**config.mk**
```make
export PLATFORM = sky130hd
export DESIGN_NAME = m_cyclecnt_p
export DESIGN_NICKNAME = d
export VERILOG_FILES = /design/src/rtl/m_cyclecnt_p.sv
export SDC_FILE = /design/constraint.sdc
export NUM_CORES = 1
export LEC_CHECK = 0
export ABC_AREA = 1
export CAP_MARGIN = 20
export CORE_ASPECT_RATIO = 1.4
export CORE_MARGIN = 2
export CORE_UTILIZATION = 44
export CTS_BUF_LIST = sky130_fd_sc_hd__clkbuf_4
export DETAILED_ROUTE_END_ITERATION = 12
export PLACE_DENSITY = 0.86
export SLEW_MARGIN = 20
export SYNTH_ARGS = -nofsm -noshare
export SYNTH_HDL_FRONTEND = slang
export SYNTH_SLANG_ARGS = --single-unit
```
**constraint.sdc**
```tcl
create_clock -name clk -period 1.8 [get_ports clk]
set_input_delay 0.54 -clock clk [delete_from_list [all_inputs] [get_ports clk]]
set_output_delay 0.54 -clock clk [all_outputs]
set_load 0.005 [all_outputs]
```
**src/rtl/m_cyclecnt_p.sv**
```systemverilog
// m_cyclecnt_p -- per-instruction cycle timer for the midgetv core.
//
// Purpose:
//   Counts the cycles of each instruction in a CW-bit saturating counter
//   (rccnt). At an instruction boundary (sa16) the count is presented on
//   the ALU B operand so it can be added to the 64-bit time register. When
//   sa16 is low, QQ carries the PC, or the PC with its two low bits forced
//   to 1 (the +3/+4 increment constant). The block also holds the core
//   until start has been high for STARTCNT consecutive cycles. It reports
//   an instruction that runs for TIMEOUT cycles or longer as a bus error.
//
// Parameters:
//   CW       counter width, 3..16
//   TIMEOUT  instruction length (cycles) that raises a bus error, 2..2^CW-1
//   STARTCNT consecutive start-high cycles needed to release the core,
//            1..65535
//
// Ports:
//   clk          in   system clock, rising edge
//   rst          in   synchronous active-high reset
//   sa17         in   QQ select when sa16=0: 1 -> ADR_O, 0 -> ADR_O|3
//   sa16         in   instruction boundary: rccnt onto QQ, counter reload
//   ADR_O[31:0]  in   address / PC value
//   start        in   external enable, must stay high to release the core
//   QQ[31:0]     out  ALU B operand
//   corerunning  out  core released (sticky until rst)
//   nobuserror   out  low on timeout or during/just after reset
//   hwm[CW-1:0]  out  longest instruction length seen
//
// Optional feature:
//   Define M_CYCLECNT_HWM_EN to build the high-water-mark register. When it
//   is not defined, hwm is tied to zero.

module m_cyclecnt_p #(
  parameter int CW       = 6,
  parameter int TIMEOUT  = 63,
  parameter int STARTCNT = 64
) (
  input  logic          clk,
  input  logic          rst,
  input  logic          sa17,
  input  logic          sa16,
  input  logic [31:0]   ADR_O,
  input  logic          start,
  output logic [31:0]   QQ,
  output logic          corerunning,
  output logic          nobuserror,
  output logic [CW-1:0] hwm
);

  // Elaboration-time parameter range checks
  if (CW < 3 || CW > 16) begin : g_bad_cw
    $error("m_cyclecnt_p: CW must be in 3..16");
  end
  if (TIMEOUT < 2 || TIMEOUT > ((1 << CW) - 1)) begin : g_bad_timeout
    $error("m_cyclecnt_p: TIMEOUT must be in 2..2^CW-1");
  end
  if (STARTCNT < 1 || STARTCNT > 65535) begin : g_bad_startcnt
    $error("m_cyclecnt_p: STARTCNT must be in 1..65535");
  end

  localparam logic [CW-1:0] CNT_MAX    = '1;
  localparam logic [CW-1:0] CNT_ONE    = CW'(1);
  localparam logic [CW-1:0] TIMEOUT_C  = CW'(TIMEOUT);
  localparam logic [15:0]   ARM_LAST   = 16'(STARTCNT - 1);
  localparam bit            DIRECT_RUN = (STARTCNT == 1);

  typedef enum logic [1:0] {
    IDLE = 2'd0,
    ARM  = 2'd1,
    RUN  = 2'd2
  } st_t;

  st_t            st_q, st_d;
  logic [15:0]    armcnt_q, armcnt_d;
  logic [CW-1:0]  rccnt_q, rccnt_d;
  logic           veryfirst_q;
  logic           run;
  logic           timeout;

  // Saturating increment: the counter sticks at all-ones, never wraps, so
  // a runaway instruction keeps reporting a timeout.
  function automatic logic [CW-1:0] sat_inc(input logic [CW-1:0] v);
    if (v == CNT_MAX) begin
      return v;
    end
    return v + CNT_ONE;
  endfunction

  assign run = (st_q == RUN);

  // Start qualification: start must be high for STARTCNT consecutive
  // cycles; any low cycle while arming drops back to IDLE.
  always_comb begin
    st_d     = st_q;
    armcnt_d = armcnt_q;
    case (st_q)
      IDLE: begin
        if (start) begin
          if (DIRECT_RUN) begin
            st_d = RUN;
          end else begin
            st_d     = ARM;
            armcnt_d = 16'd1;
          end
        end
      end
      ARM: begin
        if (!start) begin
          st_d     = IDLE;
          armcnt_d = '0;
        end else if (armcnt_q == ARM_LAST) begin
          st_d = RUN;
        end else begin
          armcnt_d = armcnt_q + 16'd1;
        end
      end
      RUN: begin
        st_d = RUN;
      end
      default: begin
        st_d     = IDLE;
        armcnt_d = '0;
      end
    endcase
  end

  always_comb begin
    rccnt_d = rccnt_q;
    if (!run || sa16) begin
      rccnt_d = CNT_ONE;
    end else begin
      rccnt_d = sat_inc(rccnt_q);
    end
  end

  always_ff @(posedge clk) begin
    if (rst) begin
      st_q        <= IDLE;
      armcnt_q    <= '0;
      rccnt_q     <= CNT_ONE;
      veryfirst_q <= 1'b1;
    end else begin
      st_q        <= st_d;
      armcnt_q    <= armcnt_d;
      rccnt_q     <= rccnt_d;
      veryfirst_q <= 1'b0;
    end
  end

  assign corerunning = run;

  // A boundary in the same cycle clears the timeout. rst is ORed in so
  // the error is visible during the first reset cycle, before the flag
  // has been loaded.
  assign timeout    = run && !sa16 && (rccnt_q >= TIMEOUT_C);
  assign nobuserror = ~(timeout | veryfirst_q | rst);

  always_comb begin
    QQ = ADR_O | 32'h0000_0003;
    if (sa16) begin
      QQ = {ADR_O[31:CW], rccnt_q};
    end else if (sa17) begin
      QQ = ADR_O;
    end
  end

`ifdef M_CYCLECNT_HWM_EN
  logic [CW-1:0] hwm_q, hwm_d;

  always_comb begin
    hwm_d = hwm_q;
    if (run && sa16 && (rccnt_q > hwm_q)) begin
      hwm_d = rccnt_q;
    end
  end

  always_ff @(posedge clk) begin
    if (rst) begin
      hwm_q <= '0;
    end else begin
      hwm_q <= hwm_d;
    end
  end

  assign hwm = hwm_q;
`else
  assign hwm = '0;
`endif

endmodule

```
Word level (Yosys, flattened, before mapping):

Index checks and enable logic that the tools add are counted.

* word-level logic and storage cells: 42
* flip-flop bits (word level): 25
* input port bits: 37

* $lt $le $gt $ge: 1
* bitwise gates (word level): 4
* reductions and logical operators: 9
* multiplexer cells: 14
* add/sub/neg operators: 2
* equality and inequality tests: 8

Operators by type and width (count)
* 16-bit two-way mux: 3
* 16-bit one-hot mux with 3 select lines: 1
* 16-bit by 1-bit adder with 16-bit output (second input constant): 1
* 16-bit by 6-bit == test with 1-bit output (second input constant): 1
* 6-bit two-way mux: 2
* 2-bit two-way mux: 4
* 6-bit by 1-bit adder with 6-bit output (second input constant): 1
* 6-bit == test (second input constant): 1
* 6-bit >= comparator (second input constant): 1
* 3-bit inequality test (second input constant): 2
* 2-bit one-hot mux with 3 select lines: 1
* 2-bit inequality test (second input constant): 2
* 1-bit two-way mux: 3
* 3-bit AND reduction: 1
* 2-bit by 1-bit == test with 1-bit output (second input constant): 1
* 2-bit == test (second input constant): 1
* 1-bit logical AND: 2
* 1-bit logical NOT: 2
* 2-bit logical NOT: 1
* 1-bit NOT: 2
* 1-bit OR: 2
* 2-bit AND reduction: 1
* 2-bit OR reduction: 1
* 1-bit logical OR: 1

Logic depth before layout (Yosys ltp):

Gate-level depths: netlist of run 1.

* word-level depth: 6
* depth in mapped cells: 8
* mapped depth without buffers: 8

Worst setup path after synthesis of run 1:

OpenSTA, ideal clock, no wires.

* path type: reg-to-output
* start point: register rccnt_q[0]
* end point: output nobuserror
* slack: 316 ps
* path buffers: 0
* arrival time: 944 ps
* cell stages (with the launch flop): 5
* cells stage by stage: dfxtp_1 -> ha_1 -> nand2_1 -> nor2_1 -> a311oi_1

* longest elaborated chain between the ends: 5

RTL lines
* from (decl): RTL line 76 `logic [CW-1:0] rccnt_q, rccnt_d;`
* from (signal assigned): RTL line 146 `rccnt_q <= rccnt_d;`
* 6-bit >= comparator: RTL line 156 `assign timeout = run && !sa16 && (rccnt_q >= TIMEOUT_C);`
* 1-bit logical AND: RTL line 156
* 1-bit OR (2 in a row): RTL line 157 `assign nobuserror = ~(timeout | veryfirst_q | rst);`
* 1-bit NOT: RTL line 157
* to (decl): RTL line 47 `output logic nobuserror,`

Every way passes these cells.

Final worst setup path of run 1:

Same ends and word-level chain as after synthesis.

==> flow_metrics.py, run 1 <==
metrics = {
    "logic_synthesis": {
        "synthAdderAreaFrac": 0.0138,
        "ys_seq_area_frac": 0.277,
        "syn-cell-area_um2": 1810,
        "ys.flop_type": "dfxtp_1",
        "synthSimpleGateAreaFrac": 0.345,
        "synth_warnings": 0,
        "yosysUniqueCellTypes": 32,
        "synth_most_common_cell": "nand2_1",
        "synth_common_cells": "nand2_1 (51), buf_4 (33), inv_1 (31)",
        "postSynthCellCount": 258,
        "synth_compound_area_frac": 0.129,
        "avgSynthCellArea_um2": 7.01,
        "yosysTopAreaCellShare": 0.277,
        "synthMuxAreaShare": 0,
        "synth_edf_count": 0,
        "synthArstFlopShare": 0,
        "yosys.area_share.xor_xnor": 0.00969,
        "synth_area_leaders": "dfxtp_1 (28%), buf_4 (14%), nand2_1 (11%)",
        "synth_top_family_by_area": "simple AND/OR/NAND/NOR gates",
        "ys_ff_latch": 25,
        "yosys.area.top_type": "dfxtp_1",
    },
    "setup_path": {
        "critPathLaunchType": "register",
        "crit_type": "reg2out",
        "arrival_ns": 1.39,
        "max_stage_delay_ns": 0.36,
        "crit_chain": "ha_4, nand2_4, nor2_4, a311oi_4, buf_2",
        "cp_data_required_time_ns": 1.26,
        "slowest_stage": "dfxtp_2",
        "crit_path_end_kind": "primary output",
        "critPathMaxFanout": 2,
    },
    "pwr": {
        "pwr-share-clk": 0.285,
        "power.density_nw_per_um2": 474,
        "p_switching_mw": 0.247,
        "power.internal_mw": 0.716,
        "power_mw": 0.964,
        "switching_share": 0.257,
        "power_leakage_nw": 0.871,
        "ir_drop_v": 0.000449,
        "pwr-share-comb": 0.130,
        "pwr-share-seq": 0.586,
    },
    "floorplan": {
        "rows": 27,
        "core_area_um2": 3950,
        "die_area_um2": 4640,
        "io_pins": 77,
        "die_h_um": 79.8,
        "initial_core_util": 0.457,
        "die_w_um": 58.2,
    },
    "drt": {
        "drc": 0,
        "drt-total-wl_um": 4150,
        "final_antenna_net_count": 0,
        "drtIter0Drc": 80,
        "routedWlPerCell_um": 13.1,
        "vias": 1662,
        "first_pass_iters": 4,
        "vias_per_cell": 5.24,
    },
    "timing": {
        "skew_ns": 0.00341,
        "fin_ws_ns": -0.132,
        "hold_ws_ns": 0.486,
        "slew_violations": 0,
        "hold_viol_final": 0,
        "min_period_over_period": 1.07,
        "rsz0062_at_grt": "true",
        "period_minus_slack_ns": 1.93,
        "fmax_mhz": 518,
        "fin_setup_tns_ns": -0.132,
        "setup_viol": 1,
    },
    "global_route": {
        "grt_start_max_net_pins": 16,
        "grt_antenna_before_repair": 0,
        "grt_pass1_wl_um": 7040,
        "grtUsageMet1": 0.198,
        "grt.total_usage": 0.194,
        "globalRouteMet2Util": 0.369,
        "grt_overflow": 0,
        "top_usage_layer": "met2",
        "grt_pass1_vias": 1643,
        "use_met3": 0.0340,
    },
    "flow_run": {
        "drv_cap": 0,
    },
    "clock_tree": {
        "hold_buffers": 0,
        "h-tree-depth": 1,
        "clkLatencyLatePin_ns": 0.33,
        "path_clk_slew_ns": 0.13,
        "cts.sink_count": 25,
        "cts_made_buffers": 3,
        "cts_tree": "built",
        "cts_root_buf": "clkbuf_4",
        "clock_path_buffers": 2,
    },
    "cells_and_area": {
        "n_antenna_cell": 0,
        "layout-drive-gt1-share": 0.303,
        "finalNonFillerCells": 317,
        "layout.nets": 314,
        "final_design_area_no_fill_um2": 2030,
        "area_delta_synth_final_pct": 12.5,
        "fin_util": 0.515,
    },
    "worst_hold_path": {
        "hold_path.class": "reg2reg",
    },
    "placed_design": {
        "globalplace.congestion": 0.851,
        "place_area_um2": 1930,
        "dp.final_hpwl_um": 2950,
        "port_buffers": 18,
        "place_ws_ns": -0.695,
        "dp_cells": 308,
    },
    "outcome": {
        "violations": "negative setup slack",
        "outcome": "finished with violations",
    },
}
[worst max-delay path, delay by kind of cell (launching register included)]
kind	cells	cell delay, ns
adders and majority gates	1	0.17
AOI/OAI and AO/OA	1	0.23
DFF	1	0.36
buffers and inverters	1	0.18
and+or+nand+nor	2	0.12
[cell families after synthesis]
family	Yosys count
AND/OR/NAND/NOR	122
buffers and inverters	70
AO/OA/AOI/OAI	36
flip-flops	25
XOR/XNOR	2
adder cells (fa/ha/maj)	2
other	1
[what timing repair did]
| item | 4_1_cts | 5_1_grt |
|---|---|---|
| gates resized for setup | 52 | 11 |
| endpoints found under the setup margin | 8 | 5 |
| cloned | 0 | 0 |
| setup buffers | 4 | 2 |
| pin swaps | 9 | 9 |
[power groups by stage]
stage | Clock (mW) | Combinational (mW) | Sequential (mW)
finish | 0.274 | 0.125 | 0.564
global route | 0.313 | 0.138 | 0.566
CTS | 0.279 | 0.124 | 0.564
detailed placement | 0 | 0.129 | 0.575
global placement | 0 | 0.126 | 0.575
floorplan | 0 | 0.121 | 0.575
[path summary, 6_finish.rpt]
check / slack, ns / start / end / cells past startpoint
max: -0.13 / rccnt_q[0] / nobuserror / 5
min: 0.49 / armcnt_q[14] / armcnt_q[14] / 2
max reg2reg: 0.25 / armcnt_q[0] / armcnt_q[6] / 8
min reg2reg: 0.49 / armcnt_q[14] / armcnt_q[14] / 2
[per-layer routing]
metal,up-vias,wire length (µm)
li1,831,-
met1,784,1560
met2,38,2350
met3,9,171
met4,0,73
met5,-,0
[sequential cells by signal (all words and copies together), names as in the netlist]
register	count
rccnt_q	6
armcnt_q	16
veryfirst_q	1
st_q	2
[cell type report]
class / count / area (µm²)
fillers: 388 / 1920
multi-input cells: 168 / 981
flip-flops and latches: 25 / 507
repair buffers: 42 / 332
inverters: 35 / 131
well taps: 43 / 53.8
clock buffers: 4 / 30.0
[layout by cell type, fill, tap and decap left out, types with 2 or more instances in the layout]
cell | Yosys | routed
inv_2 | 4 | 7
o21ai_0 | 11 | 7
dlymetal6s2s_1 | 0 | 3
dfxtp_2 | 0 | 5
buf_2 | 0 | 7
nor2_1 | 18 | 15
nand2_2 | 9 | 10
conb_1 | 1 | 6
o21ai_1 | 0 | 4
nor2_2 | 3 | 4
dlygate4sd2_1 | 0 | 3
xor2_1 | 2 | 2
buf_4 | 33 | 22
nand4_1 | 16 | 16
inv_1 | 31 | 28
a21oi_2 | 8 | 8
nand2_1 | 51 | 49
nor3_1 | 2 | 2
nand3_1 | 15 | 15
nor2_4 | 3 | 5
clkdlybuf4s50_1 | 0 | 4
o21bai_1 | 2 | 2
a21oi_1 | 9 | 9
buf_6 | 0 | 2
dfxtp_1 | 25 | 20
clkbuf_4 | 0 | 4
No activity file was read; power rests on OpenSTA's default activity.
==> run 2: changes to the inputs <==
--- a/config.mk
+++ b/config.mk
@@ -6,13 +6,15 @@
 export NUM_CORES = 1
 export LEC_CHECK = 0
 export ABC_AREA = 1
+export ABC_CLOCK_PERIOD_IN_PS = 1800
 export CAP_MARGIN = 20
 export CORE_ASPECT_RATIO = 1.4
 export CORE_MARGIN = 2
 export CORE_UTILIZATION = 44
 export CTS_BUF_LIST = sky130_fd_sc_hd__clkbuf_4
 export DETAILED_ROUTE_END_ITERATION = 12
-export PLACE_DENSITY = 0.86
+export PLACE_DENSITY = 0.83
+export SKIP_LAST_GASP = 1
 export SLEW_MARGIN = 20
 export SYNTH_ARGS = -nofsm -noshare
 export SYNTH_HDL_FRONTEND = slang
==> flow_metrics.py, run 2 (synthesized netlist as in run 1, its figures left out) <==
metrics = {
    "cells_and_area": {
        "largest_reg_flops": 16,
        "regMostFlops": "armcnt_q",
        "layout.nets": 314,
        "area_delta_synth_final_pct": 11.7,
        "mostFrequentLayoutCell": "nand2_1",
        "mostFrequentLayoutCells": "nand2_1 (49), inv_1 (29), buf_4 (22), dfxtp_1 (20), nand4_1 (16)",
        "largestRegisters": "armcnt_q: 16 flops, rccnt_q: 6 flops, st_q: 2 flops",
        "n_antenna_cell": 0,
        "layout-drive-gt1-share": 0.303,
        "final_design_area_no_fill_um2": 2020,
    },
    "pwr": {
        "power_mw": 0.942,
        "ir_drop_v": 0.000345,
        "power.density_nw_per_um2": 466,
        "power_leakage_nw": 0.877,
    },
    "floorplan": {
        "initial_core_util": 0.457,
        "die_w_um": 58.2,
        "core_area_um2": 3950,
        "io_pins": 77,
        "rows": 27,
        "die_h_um": 79.8,
        "die_area_um2": 4640,
    },
    "global_route": {
        "grt_overflow": 0,
        "grt_antenna_before_repair": 0,
        "grt_start_max_net_pins": 16,
        "grt.total_usage": 0.183,
        "grt_pass1_vias": 1684,
        "grt_pass1_wl_um": 6860,
    },
    "clock_tree": {
        "cts_made_buffers": 3,
        "clkLatencyLatePin_ns": 0.33,
        "cts.sink_count": 25,
        "clock_path_buffers": 2,
        "path_clk_slew_ns": 0.14,
        "h-tree-depth": 1,
        "cts_root_buf": "clkbuf_4",
        "cts_tree": "built",
    },
    "drt": {
        "final_antenna_net_count": 0,
        "vias": 1612,
        "drt-total-wl_um": 3740,
        "first_pass_iters": 4,
        "drc": 0,
        "vias_per_cell": 5.09,
        "routedWlPerCell_um": 11.8,
        "drtIter0Drc": 98,
    },
    "worst_hold_path": {
        "hold_path.class": "reg2reg",
        "hold_start": "armcnt_q[14]",
    },
    "setup_path": {
        "r2r_start": "armcnt_q[1]",
        "cp_data_required_time_ns": 1.26,
        "crit_family": "flip-flops",
        "max_stage_delay_ns": 0.36,
        "crit_start": "rccnt_q[1]",
        "slowest_stage": "dfxtp_2",
        "critPathLaunchType": "register",
        "critPathBufInv": 1,
        "crit_type": "reg2out",
        "crit_path_end_kind": "primary output",
        "crit_chain": "ha_4, nand2_4, nor2_4, a311oi_2, buf_2",
        "critPathMaxFanout": 3,
        "arrival_ns": 1.29,
    },
    "placed_design": {
        "place_ws_ns": -0.675,
        "place_area_um2": 1930,
        "port_buffers": 18,
        "globalplace.congestion": 0.845,
        "dp.final_hpwl_um": 2810,
    },
    "timing": {
        "fmax_mhz": 545,
        "period_minus_slack_ns": 1.83,
        "slew_violations": 0,
        "hold_ws_ns": 0.480,
        "setup_viol": 1,
        "fin_setup_tns_ns": -0.0343,
        "hold_viol_final": 0,
        "rsz0062_at_grt": "true",
        "skew_ns": 0.00905,
        "min_period_over_period": 1.02,
        "fin_ws_ns": -0.0343,
    },
    "outcome": {
        "outcome": "finished with violations",
        "violations": "negative setup slack",
    },
    "flow_run": {
        "drv_cap": 0,
    },
}
## run 2: what timing repair did
action	CTS	global route
endpoints found under the hold margin	0	0
hold buffers	0	0
setup buffers	4	1
setup endpoints to repair	8	6
resized for setup	50	14
pin swaps	9	7
## run 2: through the flow
stage / util / cells
5_1_grt: 0.511 / 317
3_3_place_gp: 0.489 / 308
6_report: 0.511 / 317
4_1_cts: 0.508 / 316
2_1_floorplan: - / 263
3_5_place_dp: 0.489 / 308
## run 2: final timing paths
check                 end  depth (start not counted)  slack, ns
max            nobuserror                          5      -0.03
min          armcnt_q[14]                          2       0.48
max reg2reg   armcnt_q[6]                          8       0.24
min reg2reg  armcnt_q[14]                          2       0.48
## run 2: worst register-to-register path, cell delays in order (launching register included)
cell and delay, ns:
dfxtp_1 0.39, ha_1 0.22, nand2_1 0.11, nor2_1 0.24, inv_1 0.12, o21ai_0 0.16, nand4_1 0.12, nand2_1 0.09
nor2_1 0.04
## run 2: routing by layer
| metal | share of wire | up-vias | GRT usage |
|---|---|---|---|
| met1 | 0.40 | 742 | 0.185 |
| li1 | - | 835 | - |
| met5 | 0 | - | 0 |
| met2 | 0.54 | 31 | 0.347 |
| met3 | 0.041 | 4 | 0.0357 |
| met4 | 0.014 | 0 | 0.0860 |
## run 2: layout make-up
type,instances,area [µm²]
fill,380,1930
multi-input combinational,168,970
sequential,25,507
timing repair buffer,42,330
inverter,35,131
tap,43,53.8
clock buffer,3,22.5
clock inverter,1,5.00
## run 2: where the power goes
| part | internal (mW) | switching, mW | total [mW] |
|---|---|---|---|
| Combinational | 0.0537 | 0.0681 | 0.122 |
| Sequential | 0.559 | 0.00402 | 0.563 |
| Clock | 0.0834 | 0.174 | 0.257 |
| Total | 0.696 | 0.246 | 0.942 |
==> run 3: changes to the inputs <==
--- a/config.mk
+++ b/config.mk
@@ -5,15 +5,16 @@
 export SDC_FILE = /design/constraint.sdc
 export NUM_CORES = 1
 export LEC_CHECK = 0
-export ABC_AREA = 1
+export ABC_AREA = 0
 export ABC_CLOCK_PERIOD_IN_PS = 1800
 export CAP_MARGIN = 20
 export CORE_ASPECT_RATIO = 1.4
 export CORE_MARGIN = 2
-export CORE_UTILIZATION = 44
+export CORE_UTILIZATION = 42
 export CTS_BUF_LIST = sky130_fd_sc_hd__clkbuf_4
 export DETAILED_ROUTE_END_ITERATION = 12
-export PLACE_DENSITY = 0.83
+export PLACE_DENSITY = 0.94
+export SKIP_CTS_REPAIR_TIMING = 1
 export SKIP_LAST_GASP = 1
 export SLEW_MARGIN = 20
 export SYNTH_ARGS = -nofsm -noshare
==> flow_metrics.py, run 3 <==
metrics = {
    "global_route": {
        "grt_start_max_net_pins": 15,
        "grt_overflow": 0,
        "grt.total_usage": 0.180,
        "grt_pass1_wl_um": 6300,
        "grt_antenna_before_repair": 0,
        "grt_pass1_vias": 1529,
    },
    "pwr": {
        "power_leakage_nw": 0.886,
        "ir_drop_v": 0.000406,
        "pwr-share-seq": 0.597,
        "p_switching_mw": 0.236,
        "power.density_nw_per_um2": 472,
        "power.internal_mw": 0.704,
        "switching_share": 0.251,
        "pwr-share-comb": 0.124,
        "power_mw": 0.939,
        "pwr-share-clk": 0.279,
    },
    "logic_synthesis": {
        "ys_seq_area_frac": 0.317,
        "yosysTopAreaCellShare": 0.317,
        "ys_ff_latch": 25,
        "yosysUniqueCellTypes": 40,
        "avgSynthCellArea_um2": 7.80,
        "synth_most_common_cell": "buf_4",
        "yosys.area.top_type": "dfxtp_1",
        "ys.flop_type": "dfxtp_1",
        "synthArstFlopShare": 0,
        "synth_area_leaders": "dfxtp_1 (32%), buf_4 (15%), o21ai_0 (5.1%)",
        "syn-cell-area_um2": 1580,
        "postSynthCellCount": 202,
        "synth_warnings": 0,
        "synth_edf_count": 0,
        "synth_common_cells": "buf_4 (32), dfxtp_1 (25), nand2_1 (20)",
    },
    "setup_path": {
        "crit_family": "simple AND/OR/NAND/NOR gates",
        "cp_data_required_time_ns": 1.26,
        "arrival_ns": 1.47,
        "critPathLaunchType": "register",
        "slowest_stage": "dfxtp_2",
        "max_stage_delay_ns": 0.39,
        "critPathBufInv": 1,
        "crit_type": "reg2out",
        "crit_path_end_kind": "primary output",
        "crit_chain": "ha_4, nand2_4, nor2_4, nand2_2, nor3_2, nor3_1, buf_2",
        "critPathMaxFanout": 2,
    },
    "floorplan": {
        "core_area_um2": 3610,
        "rows": 26,
        "die_area_um2": 4270,
        "die_h_um": 76.5,
        "initial_core_util": 0.437,
        "die_w_um": 55.8,
        "io_pins": 77,
    },
    "cells_and_area": {
        "mostFrequentLayoutCell": "buf_4",
        "layout.nets": 266,
        "area_delta_synth_final_pct": 26.1,
        "largestRegisters": "armcnt_q: 16 flops, rccnt_q: 6 flops, st_q: 2 flops",
        "mostFrequentLayoutCells": "buf_4 (34), dfxtp_1 (20), nand2_1 (14), nor2_1 (13), o21ai_0 (11)",
        "fin_util": 0.551,
        "regMostFlops": "armcnt_q",
        "n_antenna_cell": 0,
        "finalNonFillerCells": 268,
        "largest_reg_flops": 16,
        "fill_cells": 273,
        "layout-drive-gt1-share": 0.372,
    },
    "drt": {
        "vias": 1580,
        "first_pass_iters": 4,
        "routedWlPerCell_um": 15.7,
        "drtIter0Drc": 73,
        "final_antenna_net_count": 0,
        "drc": 0,
        "drt-total-wl_um": 4200,
        "vias_per_cell": 5.90,
    },
    "clock_tree": {
        "cts_tree": "built",
        "cts_made_buffers": 3,
        "h-tree-depth": 1,
        "path_clk_slew_ns": 0.15,
        "clock_path_buffers": 2,
        "cts.sink_count": 25,
        "cts_root_buf": "clkbuf_4",
        "clkLatencyLatePin_ns": 0.33,
    },
    "timing": {
        "setup_viol": 11,
        "period_minus_slack_ns": 2.01,
        "skew_ns": 0.0163,
        "hold_viol_final": 0,
        "min_period_over_period": 1.11,
        "slew_violations": 0,
        "fin_ws_ns": -0.206,
        "rsz0062_at_grt": "true",
        "fmax_mhz": 499,
        "fin_setup_tns_ns": -1.23,
    },
    "placed_design": {
        "port_buffers": 18,
        "dp_cells": 261,
        "dp.final_hpwl_um": 2780,
        "globalplace.congestion": 0.873,
    },
    "outcome": {
        "violations": "negative setup slack",
        "outcome": "finished with violations",
    },
    "flow_run": {
        "drv_cap": 0,
    },
    "worst_hold_path": {
        "hold_path.class": "reg2reg",
    },
}
==> run 3: cell type report <==
| type | instances | area, µm² | share of cell area |
|---|---|---|---|
| clock buffers | 3 | 22.5 | 0.0113 |
| flip-flops and latches | 25 | 509 | 0.256 |
| clock inverters | 1 | 5.00 | 0.00252 |
| repair buffers | 54 | 464 | 0.233 |
| multi-input cells | 138 | 916 | 0.461 |
| well taps | 42 | 52.6 | 0.0264 |
| inverters | 5 | 18.8 | 0.00944 |
==> run 3: cell families (layout without fill, tap and decap cells) <==
family                     after synthesis  count (layout)  share of synthesized area
and+or+nand+nor                         77              78                      0.249
buffers and inverters                   45              63                      0.194
AOI/OAI and AO/OA                       44              44                      0.170
DFF                                     25              25                      0.317
muxes                                    5               5                     0.0349
xor gates and xnor gates                 3               3                     0.0167
adders and majority gates                2               2                     0.0159
other                                    1               6                    0.00238
==> run 3: final timing paths <==
path	start	to	slack [ns]	depth (start not counted)
min reg2reg	armcnt_q[5]	armcnt_q[5]	0.48	1
min	armcnt_q[5]	armcnt_q[5]	0.48	1
max	rccnt_q[0]	nobuserror	-0.21	7
max reg2reg	armcnt_q[1]	armcnt_q[4]	-0.16	6
==> run 3: per-stage QoR <==
stage / setup WS [ns] / hold WS, ns / cell area [µm²]
floorplan: -0.142 / 0.427 / 1620
CTS: -0.694 / 0.509 / 1850
global placement: -0.644 / 0.447 / 1820
global route: -0.323 / 0.523 / 1990
detailed placement: -0.690 / 0.461 / 1820
finish: -0.206 / 0.479 / 1990
==> run 3: power groups by stage <==
stage | Combinational, mW | Clock, mW | Sequential (mW)
after floorplan | 0.101 | 0 | 0.575
after global placement | 0.106 | 0 | 0.573
final | 0.116 | 0.262 | 0.561
after detailed placement | 0.110 | 0 | 0.573
after CTS | 0.110 | 0.262 | 0.561
after global routing | 0.125 | 0.288 | 0.562
==> run 3: routing by layer <==
layer,up-vias,wire length [µm],track usage
li1,722,-,-
met5,-,0,0
met4,0,195,0.120
met2,68,2430,0.345
met3,24,228,0.0238
met1,766,1350,0.173
